[src/rtl/systolic_skew_feeder.sv]
// Diagonal skew feeder for an NxN systolic MAC array: lane j of each operand is
// delayed by j beats, and each pass is closed with N-1 zero flush beats and a done pulse.
module systolic_skew_feeder #(
  parameter int unsigned N  = 2,
  parameter int unsigned DW = 8
) (
  input  logic                 clk,
  input  logic                 rst,
  input  logic                 start,
  input  logic                 in_valid,
  input  logic [N-1:0][DW-1:0] a_in,
  input  logic [N-1:0][DW-1:0] b_in,
  output logic                 in_ready,
  output logic [N-1:0][DW-1:0] a_skew,
  output logic [N-1:0][DW-1:0] b_skew,
  output logic                 out_valid,
  output logic                 busy,
  output logic                 done
);

  localparam int unsigned CW = (N > 1) ? $clog2(N) : 1;
  localparam logic [CW-1:0] FEED_LAST  = CW'(N - 1);
  localparam logic [CW-1:0] FLUSH_LAST = CW'((N > 1) ? (N - 2) : 0);

  typedef enum logic [1:0] {IDLE, FEED, FLUSH, DONE} state_t;

  state_t        state, state_nxt;
  logic [CW-1:0] cnt;
  logic          advance;
  logic          clear;
  logic          feed_last;

  // State register
  always_ff @(posedge clk) begin
    if (rst) state <= IDLE;
    else     state <= state_nxt;
  end

  // Next-state logic
  always_comb begin
    state_nxt = state;
    case (state)
      IDLE:  if (start) state_nxt = FEED;
      FEED:  if (in_valid && cnt == FEED_LAST) state_nxt = (N == 1) ? DONE : FLUSH;
      FLUSH: if (cnt == FLUSH_LAST) state_nxt = DONE;
      DONE:  state_nxt = IDLE;
      default: state_nxt = IDLE;
    endcase
  end

  // Datapath control decoded from the current state
  always_comb begin
    advance   = 1'b0;
    clear     = 1'b0;
    feed_last = 1'b0;
    advance   = (state == FEED && in_valid) || (state == FLUSH);
    clear     = (state == IDLE) && start;
    feed_last = (state == FEED) && in_valid && (cnt == FEED_LAST);
  end

  // Beat counter: counts accepted beats in FEED, then flush beats in FLUSH
  always_ff @(posedge clk) begin
    if (rst || clear)                 cnt <= '0;
    else if (state == FEED) begin
      if (in_valid) cnt <= feed_last ? '0 : cnt + CW'(1);
    end
    else if (state == FLUSH)          cnt <= cnt + CW'(1);
    else                              cnt <= '0;
  end

  // Registered status outputs, aligned with the state they describe
  always_ff @(posedge clk) begin
    if (rst) begin
      in_ready  <= 1'b0;
      busy      <= 1'b0;
      out_valid <= 1'b0;
      done      <= 1'b0;
    end else begin
      in_ready  <= (state_nxt == FEED);
      busy      <= (state_nxt != IDLE);
      out_valid <= advance;
      done      <= (state == DONE);
    end
  end

  // Per-lane delay lines; lane j holds j stages ahead of its output register
  for (genvar j = 0; j < N; j++) begin : g_lane
    logic [DW-1:0] a_x, b_x;
    logic [DW-1:0] a_q, b_q;

    assign a_x = (state == FEED) ? a_in[j] : '0;
    assign b_x = (state == FEED) ? b_in[j] : '0;
    assign a_skew[j] = a_q;
    assign b_skew[j] = b_q;

    if (j == 0) begin : g_direct
      always_ff @(posedge clk) begin
        if (rst || clear) begin
          a_q <= '0;
          b_q <= '0;
        end else if (advance) begin
          a_q <= a_x;
          b_q <= b_x;
        end
      end
    end else begin : g_delay
      logic [j-1:0][DW-1:0] a_d, b_d;

      always_ff @(posedge clk) begin
        if (rst || clear) begin
          a_d <= '0;
          b_d <= '0;
          a_q <= '0;
          b_q <= '0;
        end else if (advance) begin
          a_q <= a_d[j-1];
          b_q <= b_d[j-1];
          for (int k = j - 1; k > 0; k--) begin
            a_d[k] <= a_d[k-1];
            b_d[k] <= b_d[k-1];
          end
          a_d[0] <= a_x;
          b_d[0] <= b_x;
        end
      end
    end
  end

endmodule

[config.mk]
export PLATFORM = sky130hd
export DESIGN_NAME = systolic_skew_feeder
export DESIGN_NICKNAME = d
export VERILOG_FILES = /design/src/rtl/systolic_skew_feeder.sv
export SDC_FILE = /design/constraint.sdc
export NUM_CORES = 1
export LEC_CHECK = 0
export BUFFER_PORTS_ARGS = -buffer_cell sky130_fd_sc_hd__buf_4
export CORE_MARGIN = 1
export CORE_UTILIZATION = 53
export DETAILED_ROUTE_END_ITERATION = 8
export PLACE_DENSITY = 0.87
export SKIP_LAST_GASP = 1
export SYNTH_ARGS = -nofsm -noshare
export SYNTH_HDL_FRONTEND = slang
export SYNTH_SLANG_ARGS = --single-unit
export TNS_END_PERCENT = 5
[constraint.sdc]
create_clock -name clk -period 2.6 [get_ports clk]
set_input_delay 0.39 -clock clk [delete_from_list [all_inputs] [get_ports clk]]
set_output_delay 0.39 -clock clk [all_outputs]
set_load 0.1 [all_outputs]
Word level (Yosys, flattened, before mapping) --
Index checks and enable logic that the tools add are counted.
Storage, ports and cells: register bits after elaboration 55, input port bits 36, output and inout port bits 36
Cells by class: add/sub/neg operators 1, equality and inequality tests 5, multiplexer cells 12, reductions and logical operators 8
Operators by type and width (count):
- two-way mux 8 bit | 4
- case mux 2 bit (4 select lines) | 1
- two-way mux 2 bit | 3
- equality test 2 x 1 -> 1 bit, second input constant | 2
- equality test 2 bit, second input constant | 2
- logical AND 1 bit | 4
- two-way mux 1 bit | 4
- logical NOT 2 bit | 1
- logical OR 1 bit | 2
- inequality test 2 bit, second input constant | 1
- nonzero test 2 bit | 1
- adder 1 bit, second input constant | 1

Longest topological paths before layout --
Gate-level depths: netlist of the first run.
depth after elaboration 6, mapped depth 6, gate-level depth less buffers 3

Worst setup path after synthesis of the first run --
OpenSTA, ideal clock, no wires.
path kind register to output, from register g_lane[0].a_q[0], to output port a_skew[0] (netlist bit), data arrival time 0.924 ns, required time 2.210 ns, slack 1.286 ns, stages on the path, launching flop included 1, path buffers 0, cell sequence dfxtp_1
RTL lines:
- start, declared | line 89 | logic [DW-1:0] a_q, b_q;
- start signal, assigned | line 99 | a_q <= '0;
- start signal, assigned | line 102 | a_q <= a_x;
- end, declared | line 14 | output logic [N-1:0][DW-1:0] a_skew,
No word-level cell between the ends.

Worst setup path after layout of the first run --
from register state[1], to register g_lane[1].g_delay.b_d[1] (netlist bit)
Between the ends: longest elaborated chain between the ends 3, elaborated cells on any way between the ends 8, classes of those cells eq/ne (2); mux (1); reduce/logical (5)
Ends and longest elaborated chain:
- start, declared | line 27 | state_t state, state_nxt;
- start signal, assigned | line 36 | else state <= state_nxt;
- equality test 2 x 1 -> 1 bit or logical NOT 2 bit (tied branches) | line 56, 92, 57
- logical AND 1 bit, on equally long branches | line 56, 57
- logical OR 1 bit, on equally long branches | line 56, 110
- end signal, assigned by index | line 120 | b_d[k] <= b_d[k-1];
- end, declared | line 107 | logic [j-1:0][DW-1:0] a_d, b_d;
Several ways; a longest one is shown, not always the timed one. A chain may end at the register's enable or synchronous reset.

==> flow_summary.yaml, run 1 <==
floorplan:
  fp.dieH_um: 65.2
  start_util_pct: 56.5
  die_area_um2: 4250
  core_um2: 3740
  dieWidth_um: 65.2
  ioPinCount: 72
  rows: 22
setup_path:
  cp-end-kind: "flop"
  cp.required_ns: 2.75
  max_stage_delay_ns: 0.75
  critical_path_buf_inv_count: 0
  cp.arrival_ns: 1.70
  path_class: "flop to flop"
  r2r_cells: 3
  r2r_setup_slack_ns: 1.04
  slowest_stage: "a21o_2"
  crit_chain: "nor2_1 -> a21o_2 -> a21oi_1"
  cp_max_fo: 48
  reg2reg_to: "g_lane[1].g_delay.b_d[1]"
  worstSetupStartpointType: "flop"
  worstReg2RegStart: "state[1]"
  path_delay_family: "compound AO/OA/AOI/OAI gates"
timing:
  slew_viol_final: 0
  hold_viol_final: 0
  worst_pin_slew_ns: 0.935
  max_freq_mhz: 642
  setup_viol: 0
  rsz0062_at_grt: "no"
  slew_headroom_pct: 37.6
  fin_crit_ns: 1.56
  period_share_pct: 59.9
  fin_skew_ns: 0.00360
  hold_ws_ns: 0.280
  setup_tns_ns: 0
synthesis:
  syn_nets: 280
  async_reset_ff_share_pct: 0
  synth_top_area_cell: "dfxtp_1"
  synth_most_common_cell: "dfxtp_1"
  ys_types: 22
  synth_compound_area_share_pct: 19.8
  yosys.area.top_type_share_pct: 52.0
  netlist_area_um2: 2120
  muxShareOfSynthArea_pct: 0
  synth_fa_ha_area_share_pct: 0
  yosysWarningCount: 0
  postSynthCellCount: 244
  synth_edf_count: 0
  synth-xor-area-share_pct: 0
  synthFlopType: "dfxtp_1"
  synthTopCellsByArea: "dfxtp_1, nand3_1, a21oi_1"
  ys_seq_area_share_pct: 52.0
  synth_top_family_by_area: "simple AND/OR/NAND/NOR gates"
  synth_top_cells_by_count: "dfxtp_1, nand3_1, a21oi_1, nand2_1, o21ai_0"
  synth-seq-cells: 55
  synth_area_per_cell_um2: 8.67
  yosys.area_share.simple_pct: 20.3
place:
  dp_hpwl_um: 2720
  io_buffer_count: 71
  gp_congestion: 0.732
  place_area_um2: 2570
pwr:
  peakVddDrop_mv: 0.418
  p_per_area_nw_per_um2: 576
  cellLeakagePower_nw: 1.03
grt:
  gr-total-overflow: 0
  grt_max_degree: 51
  antenna_found_initial: 0
  grt_pass1_wl_um: 7110
  grt.total_usage_pct: 21.4
  grt_pass1_vias: 1671
routing:
  drt_wl_total_um: 4370
  vias_per_cell: 5.49
  drc_errors: 0
  postRouteAntennaNets: 0
  drt_iter0_drc: 122
  vias: 1910
  dr.pass1.iters: 4
  wire_per_inst_um: 12.5
clock_tree:
  worstSkewPairLatency_ns: 0.30
  cts_setup_buffers: 0
  htreeDepth: 2
  path_clk_slew_ns: 0.08
  cts_buffers: 5
  cts.sinks: 55
  clk_path_buf_depth: 2
  cts-root-buf: "clkbuf_8"
  cts_tree: "yes"
  cts-hold-fix-buffers: 0
  cts_resized: 0
finish:
  fin_util_pct: 70.6
  ff_latch_area_um2: 1100
  multi_input_area_um2: 850
  layout-drive-gt1-share_pct: 30.3
  fin_area_um2: 2640
  nNetsFinal: 337
  antenna_cells: 0
  n_fill_cell: 320
  syn2layout_area_growth_pct: 24.9
min_path:
  hold_depth: 2
  min-delay-start: "rst"
  worstHoldPathType: "input port to flop"
  worstHoldEndpoint: "out_valid"
job:
  drv_cap: 0
run_status:
  run_status: "completed"
[report_power, final]
| part | internal (mW) | total (mW) | switching (mW) |
|---|---|---|---|
| clock network | 0.180 | 0.425 | 0.245 |
| logic | 0.0707 | 0.223 | 0.152 |
| registers | 0.862 | 0.873 | 0.0118 |
| total | 1.11 | 1.52 | 0.409 |
[layout by cell type (no fill, tap or decap)]
master and count:
buf_4 74, dfxtp_1 55, nand3_1 48, a21oi_1 44
nand2_1 33, o21ai_0 15, a21oi_2 10, clkbuf_8 5
nor2_1 3, a21o_1 2, and3b_1 1, nand3b_1 1
nand2b_4 1, a21o_2 1, o31ai_1 1, and2b_1 1
or4bb_1 1, nand2b_1 1, inv_1 1, o21ai_1 1
clkbuf_1 1
[per-stage QoR]
stage	setup slack [ns]	total power, mW	cells
floorplan	1.29	1.05	244
CTS	1.02	1.53	348
global placement	1.09	1.11	342
detailed placement	1.05	1.12	342
finish	1.04	1.52	348
global route	0.900	1.58	348
[worst max-delay path by stage]
| stage | end | slack [ns] | startpoint | cells past startpoint |
|---|---|---|---|---|
| 6_report | g_lane[1].g_delay.b_d[1] | 1.04 | state[1] | 3 |
| 5_1_grt | g_lane[0].b_q[2] | 0.90 | state[1] | 3 |
| 4_1_cts | g_lane[1].g_delay.a_d[6] | 1.02 | state[1] | 3 |
| 3_5_place_dp | g_lane[1].g_delay.a_d[6] | 1.05 | state[1] | 3 |
| 3_3_place_gp | g_lane[1].g_delay.a_d[6] | 1.09 | state[1] | 3 |
| 2_1_floorplan | a_skew[0] | 1.29 | g_lane[0].a_q[0] | 0 |
[cell families after synthesis]
kind of cell,Yosys count
and+or+nand+nor,90
AOI/OAI and AO/OA,74
DFF,55
buffers and inverters,25
[metal layers]
metal / global-route usage, % / wire, µm / up-vias
li1: - / - / 950
met1: 26.4 / 1900 / 880
met2: 36.6 / 2130 / 74
met3: 5.21 / 287 / 6
met4: 6.52 / 54 / 0
met5: 0 / 0 / -
[registers in the layout, indices dropped and copies added (netlist names), 2 cells and up]
register,flops
g_lane.a_q,16
g_lane.b_q,16
g_lane.g_delay.a_d,8
g_lane.g_delay.b_d,8
state,2
[cell type report]
cell class	count	share of cell area (%)
Timing Repair Buffer	74	21.0
Clock buffer	6	2.75
Tap cell	48	2.27
Multi-Input combinational cell	164	32.1
Inverter	1	0.142
Sequential cell	55	41.7
No activity file was read; power rests on OpenSTA's default activity.
==> run 2, diff against run 1 <==
--- a/config.mk
+++ b/config.mk
@@ -7,9 +7,9 @@
 export LEC_CHECK = 0
 export BUFFER_PORTS_ARGS = -buffer_cell sky130_fd_sc_hd__buf_4
 export CORE_MARGIN = 1
-export CORE_UTILIZATION = 53
+export CORE_UTILIZATION = 44
 export DETAILED_ROUTE_END_ITERATION = 8
-export PLACE_DENSITY = 0.87
+export PLACE_DENSITY = 0.77
 export SKIP_LAST_GASP = 1
 export SYNTH_ARGS = -nofsm -noshare
 export SYNTH_HDL_FRONTEND = slang
==> constraint.sdc (replaced) <==
create_clock -name clk -period 1.26 [get_ports clk]
set_input_delay 0.189 -clock clk [delete_from_list [all_inputs] [get_ports clk]]
set_output_delay 0.189 -clock clk [all_outputs]
set_load 0.1 [all_outputs]
==> run 2 against run 1 <==
The flow now finishes with violations (DRC). Register-to-register slack got worse by 0.98 ns. Die area up 20%. Hold slack got worse by 0.21 ns. Setup slack worse by 0.98 ns. Clock power up 120%. Utilization decreased by 7.2 points. Clock skew up 0.0061 ns. Via count up 0.37%. First-iteration DRC count is 15% higher. Sequential share of layout area shrank 2.7 points.
==> flow_summary.yaml, run 2 (synthesis results as in run 1) <==
run_status:
  run_status: "finished, violations left"
  violations: "DRC"
pwr:
  p_clk_share_pct: 29.2
  p_sw_mw: 0.914
  p_seq_share_pct: 55.2
  peakVddDrop_mv: 0.783
  p_sw_share_pct: 28.0
  finalPower_mw: 3.27
  cellLeakagePower_nw: 1.12
  comb_power_share_pct: 15.6
  intPower_mw: 2.35
  p_per_area_nw_per_um2: 1150
routing:
  postRouteAntennaNets: 0
  wire_per_inst_um: 12.8
  vias_per_cell: 5.27
  vias: 1917
  drt_wl_total_um: 4670
  dr.pass1.iters: 6
  drc_errors: 6
  drt_iter0_drc: 140
finish:
  antenna_cells: 0
  syn2layout_area_growth_pct: 34.1
  mostFrequentLayoutCells: "buf_4, dfxtp_1, nand3_1"
  final_common_cell: "buf_4"
  layout-drive-gt1-share_pct: 34.9
  nNetsFinal: 347
  fin_util_pct: 63.4
  largestRegisters: "g_lane.a_q: 16 flops, g_lane.b_q: 16 flops"
place:
  dp_hpwl_um: 3190
  gp_congestion: 0.714
  io_buffer_count: 71
  dp_slack_ns: -0.0376
min_path:
  worstHoldPathType: "input port to flop"
  worstHoldEndpoint: "state[1]"
  min-delay-start: "rst"
  hold_depth: 2
clock_tree:
  cts.sinks: 55
  cts_tree: "yes"
  cts_buffers: 5
  cts_setup_buffers: 0
  worstSkewPairLatency_ns: 0.31
  path_clk_slew_ns: 0.09
  cts-hold-fix-buffers: 0
  clk_path_buf_depth: 2
  cts-root-buf: "clkbuf_8"
  htreeDepth: 2
job:
  drv_cap: 0
setup_path:
  worstSetupStartpointType: "flop"
  cp-end-kind: "flop"
  crit_chain: "and3b_2 -> buf_4 -> o21ai_0 -> a21oi_1"
  cp.arrival_ns: 1.40
  worstReg2RegStart: "state[1]"
  reg2reg_to: "g_lane[1].a_q[6]"
  path_class: "flop to flop"
  max_stage_delay_ns: 0.40
  slowest_stage: "dfxtp_2"
  cp_max_fo: 8
  cp.required_ns: 1.46
  r2r_setup_slack_ns: 0.06
  r2r_cells: 4
grt:
  grt_pass1_vias: 1849
  antenna_found_initial: 0
  grt.total_usage_pct: 18.9
  gr-total-overflow: 0
  grt_pass1_wl_um: 7820
  grt_max_degree: 30
floorplan:
  ioPinCount: 72
  core_um2: 4470
  fp.dieH_um: 71.3
  start_util_pct: 47.3
  die_area_um2: 5090
  rows: 24
  dieWidth_um: 71.3
timing:
  period_share_pct: 95.1
  fin_skew_ns: 0.00971
  setup_ws_ns: 0.0616
  setup_viol: 0
  rsz0062_at_grt: "yes"
  worst_pin_slew_ns: 0.344
  slew_viol_final: 0
  fin_crit_ns: 1.20
  slew_headroom_pct: 76.9
  hold_viol_final: 0
  max_freq_mhz: 834
-- run 2: cell count changes in the layout (fill, tap and decap cells not counted) --
| cell | previous run | this run |
|---|---|---|
| dfxtp_2 | 0 | 3 |
| dfxtp_1 | 55 | 52 |
| buf_6 | 0 | 1 |
| and3b_2 | 0 | 1 |
| and2b_2 | 0 | 1 |
| and2b_1 | 1 | 0 |
| clkbuf_1 | 1 | 0 |
| clkinvlp_4 | 0 | 2 |
| clkinv_2 | 0 | 1 |
| and3b_1 | 1 | 0 |
| buf_4 | 74 | 76 |
| buf_12 | 0 | 7 |
-- run 2: per-layer routing --
| layer | global-route usage (%) | up-vias | wire length [µm] |
|---|---|---|---|
| met4 | 4.67 | 0 | 37 |
| met2 | 35.3 | 76 | 2320 |
| met1 | 21.9 | 864 | 2010 |
| met3 | 3.94 | 7 | 299 |
| li1 | - | 970 | - |
| met5 | 0 | - | 0 |
-- run 2: final cells by class --
type | instances | area (µm²)
repair buffers | 84 | 722
well taps | 52 | 65.1
flip-flops and latches | 55 | 1100
clock inverters | 3 | 20.0
inverters | 1 | 3.75
fillers | 399 | 1640
clock buffers | 5 | 68.8
multi-input cells | 164 | 852
-- run 2: timing repair --
item	CTS	global route
setup endpoints to repair	30	44
gates resized for setup	1	4
endpoints found under the hold margin	0	0
-- run 2: worst max path at each step --
stage | start | endpoint | slack, ns | depth (start not counted)
after floorplan | g_lane[0].a_q[1] | g_lane[0].a_q[1] | -0.03 | 2
after global placement | state[0] | g_lane[1].b_q[4] | 0.01 | 3
after detailed placement | state[1] | g_lane[1].a_q[3] | -0.04 | 3
after CTS | state[0] | g_lane[0].a_q[7] | -0.03 | 5
after global routing | state[1] | g_lane[1].a_q[6] | -0.007 | 4
final | state[1] | g_lane[1].a_q[6] | 0.06 | 4
-- run 2: power groups by stage --
stage	logic (mW)	registers (mW)	clock network (mW)
after floorplan	0.175	2.00	0
after global placement	0.506	1.84	0
after detailed placement	0.510	1.84	0
after CTS	0.511	1.80	0.981
after global routing	0.541	1.81	1.06
final	0.510	1.80	0.954
-- run 2: stage by stage --
step / TNS (ns) / hold WS (ns) / cell area [µm²] / instances
after floorplan: -0.677 / 0.258 / 2120 / 244
after global placement: 0 / 0.399 / 2740 / 356
after detailed placement: -0.341 / 0.400 / 2740 / 356
after CTS: -0.250 / 0.0687 / 2830 / 364
after global routing: -0.00869 / 0.0730 / 2840 / 364
final: 0 / 0.0732 / 2840 / 364
-- run 2: worst max-delay path, delay by kind of cell, from the launching register on --
family	cells	cell delay [ns]
DFF	1	0.40
AOI/OAI and AO/OA	2	0.28
and+or+nand+nor	1	0.25
buffers and inverters	1	0.17
==> run 3, diff against run 2 <==
--- a/config.mk
+++ b/config.mk
@@ -9,6 +9,7 @@
 export CORE_MARGIN = 1
 export CORE_UTILIZATION = 44
 export DETAILED_ROUTE_END_ITERATION = 8
+export MAX_ROUTING_LAYER = met4
 export PLACE_DENSITY = 0.77
 export SKIP_LAST_GASP = 1
 export SYNTH_ARGS = -nofsm -noshare
==> run 3 against run 2 <==
Highest routed layer unchanged. Cell count unchanged. Global-route usage up 0.58 points. Critical endpoint unchanged. Fmax about the same. First-iteration DRC count unchanged. Sequential cell count unchanged. Non-clock buffer count unchanged. Count of clock-buffer cells in the layout unchanged. Clock power about the same. Critical path depth unchanged. The run still ends with DRC left.
==> flow_summary.yaml, run 3 (synthesis results as in run 1) <==
setup_path:
  cp.required_ns: 1.46
  r2r_cells: 4
  worstSetupStartpointType: "flop"
  path_delay_family: "flip-flops"
  path_class: "flop to flop"
  r2r_setup_slack_ns: 0.06
  crit_chain: "and3b_2 -> buf_4 -> o21ai_0 -> a21oi_1"
  slowest_stage: "dfxtp_2"
  cp-end-kind: "flop"
  max_stage_delay_ns: 0.40
  critPathLaunch: "state[1]"
  cp.arrival_ns: 1.40
  reg2reg_to: "g_lane[1].a_q[6]"
  critical_path_buf_inv_count: 1
  worstReg2RegStart: "state[1]"
  cp_max_fo: 8
min_path:
  worstHoldEndpoint: "state[1]"
  worstHoldPathType: "input port to flop"
  min-delay-start: "rst"
  hold_depth: 2
finish:
  largestRegisters: "g_lane.a_q: 16 flops, g_lane.b_q: 16 flops"
  fin_util_pct: 63.4
  antenna_cells: 0
  mostFrequentLayoutCells: "buf_4, dfxtp_1, nand3_1"
  fin_area_um2: 2840
  n_fill_cell: 399
  syn2layout_area_growth_pct: 34.1
  layout-drive-gt1-share_pct: 34.9
  fin_cells: 364
  final_common_cell: "buf_4"
  nNetsFinal: 347
clock_tree:
  path_clk_slew_ns: 0.09
  htreeDepth: 2
  worstSkewPairLatency_ns: 0.31
  cts-root-buf: "clkbuf_8"
  cts_buffers: 5
  cts.sinks: 55
  cts_setup_buffers: 0
  cts_tree: "yes"
  clk_path_buf_depth: 2
  cts-hold-fix-buffers: 0
  cts_resized: 1
grt:
  grt_pass1_wl_um: 7820
  antenna_found_initial: 0
  grt_pass1_vias: 1849
  grt.total_usage_pct: 19.5
  grt_max_degree: 30
  gr-total-overflow: 0
place:
  place_area_um2: 2740
  dp_cells: 356
  io_buffer_count: 71
  dp_hpwl_um: 3190
  gp_congestion: 0.722
pwr:
  peakVddDrop_mv: 0.783
  p_per_area_nw_per_um2: 1150
  finalPower_mw: 3.27
  cellLeakagePower_nw: 1.12
timing:
  worst_pin_slew_ns: 0.344
  hold_viol_final: 0
  fin_crit_ns: 1.20
  max_freq_mhz: 834
  rsz0062_at_grt: "yes"
  setup_viol: 0
  period_share_pct: 95.1
  fin_skew_ns: 0.00971
  slew_viol_final: 0
  slew_headroom_pct: 76.9
floorplan:
  fp.dieH_um: 71.3
  ioPinCount: 72
  rows: 24
  dieWidth_um: 71.3
  die_area_um2: 5090
  core_um2: 4470
  start_util_pct: 47.3
routing:
  drt_wl_total_um: 4670
  postRouteAntennaNets: 0
  vias: 1917
  wire_per_inst_um: 12.8
  drc_errors: 6
  dr.pass1.iters: 6
  drt_iter0_drc: 140
  vias_per_cell: 5.27
run_status:
  run_status: "finished, violations left"
  violations: "DRC"
job:
  drv_cap: 0
[run 3: cell counts in the layout (fill, tap and decap cells not counted)]
No cell type changed its count.
[run 3: worst max path at each step]
stage	end	slack, ns	cells after the start
detailed placement	g_lane[1].a_q[3]	-0.04	3
global route	g_lane[1].a_q[6]	-0.007	4
global placement	g_lane[1].b_q[4]	0.01	3
floorplan	g_lane[0].a_q[1]	-0.03	2
finish	g_lane[1].a_q[6]	0.06	4
CTS	g_lane[0].a_q[7]	-0.03	5
[run 3: area by class of cell]
class	count	area [µm²]	share of cell area [%]
inverter	1	3.75	0.132
tap	52	65.1	2.29
timing repair buffer	84	722	25.5
multi-input combinational	164	852	30.0
clock inverter	3	20.0	0.706
sequential	55	1100	39.0
clock buffer	5	68.8	2.43
[run 3: routing by layer]
layer / GRT usage, % / vias up / wire length, µm
li1: - / 970 / -
met1: 21.9 / 864 / 2010
met2: 35.3 / 76 / 2320
met3: 3.94 / 7 / 299
met4: 4.67 / 0 / 37
met5: - / - / 0
[run 3: power breakdown]
| group | internal, mW | switching (mW) |
|---|---|---|
| combinational | 0.185 | 0.325 |
| clock | 0.388 | 0.567 |
| sequential | 1.78 | 0.0228 |
[run 3: stage by stage]
step | setup TNS, ns | hold WS, ns | worst slack, ns
floorplan | -0.677 | 0.258 | -0.0300
global placement | 0 | 0.399 | 0.00963
detailed placement | -0.341 | 0.400 | -0.0376
CTS | -0.250 | 0.0687 | -0.0324
global route | -0.00869 | 0.0730 | -0.00668
finish | 0 | 0.0731 | 0.0613
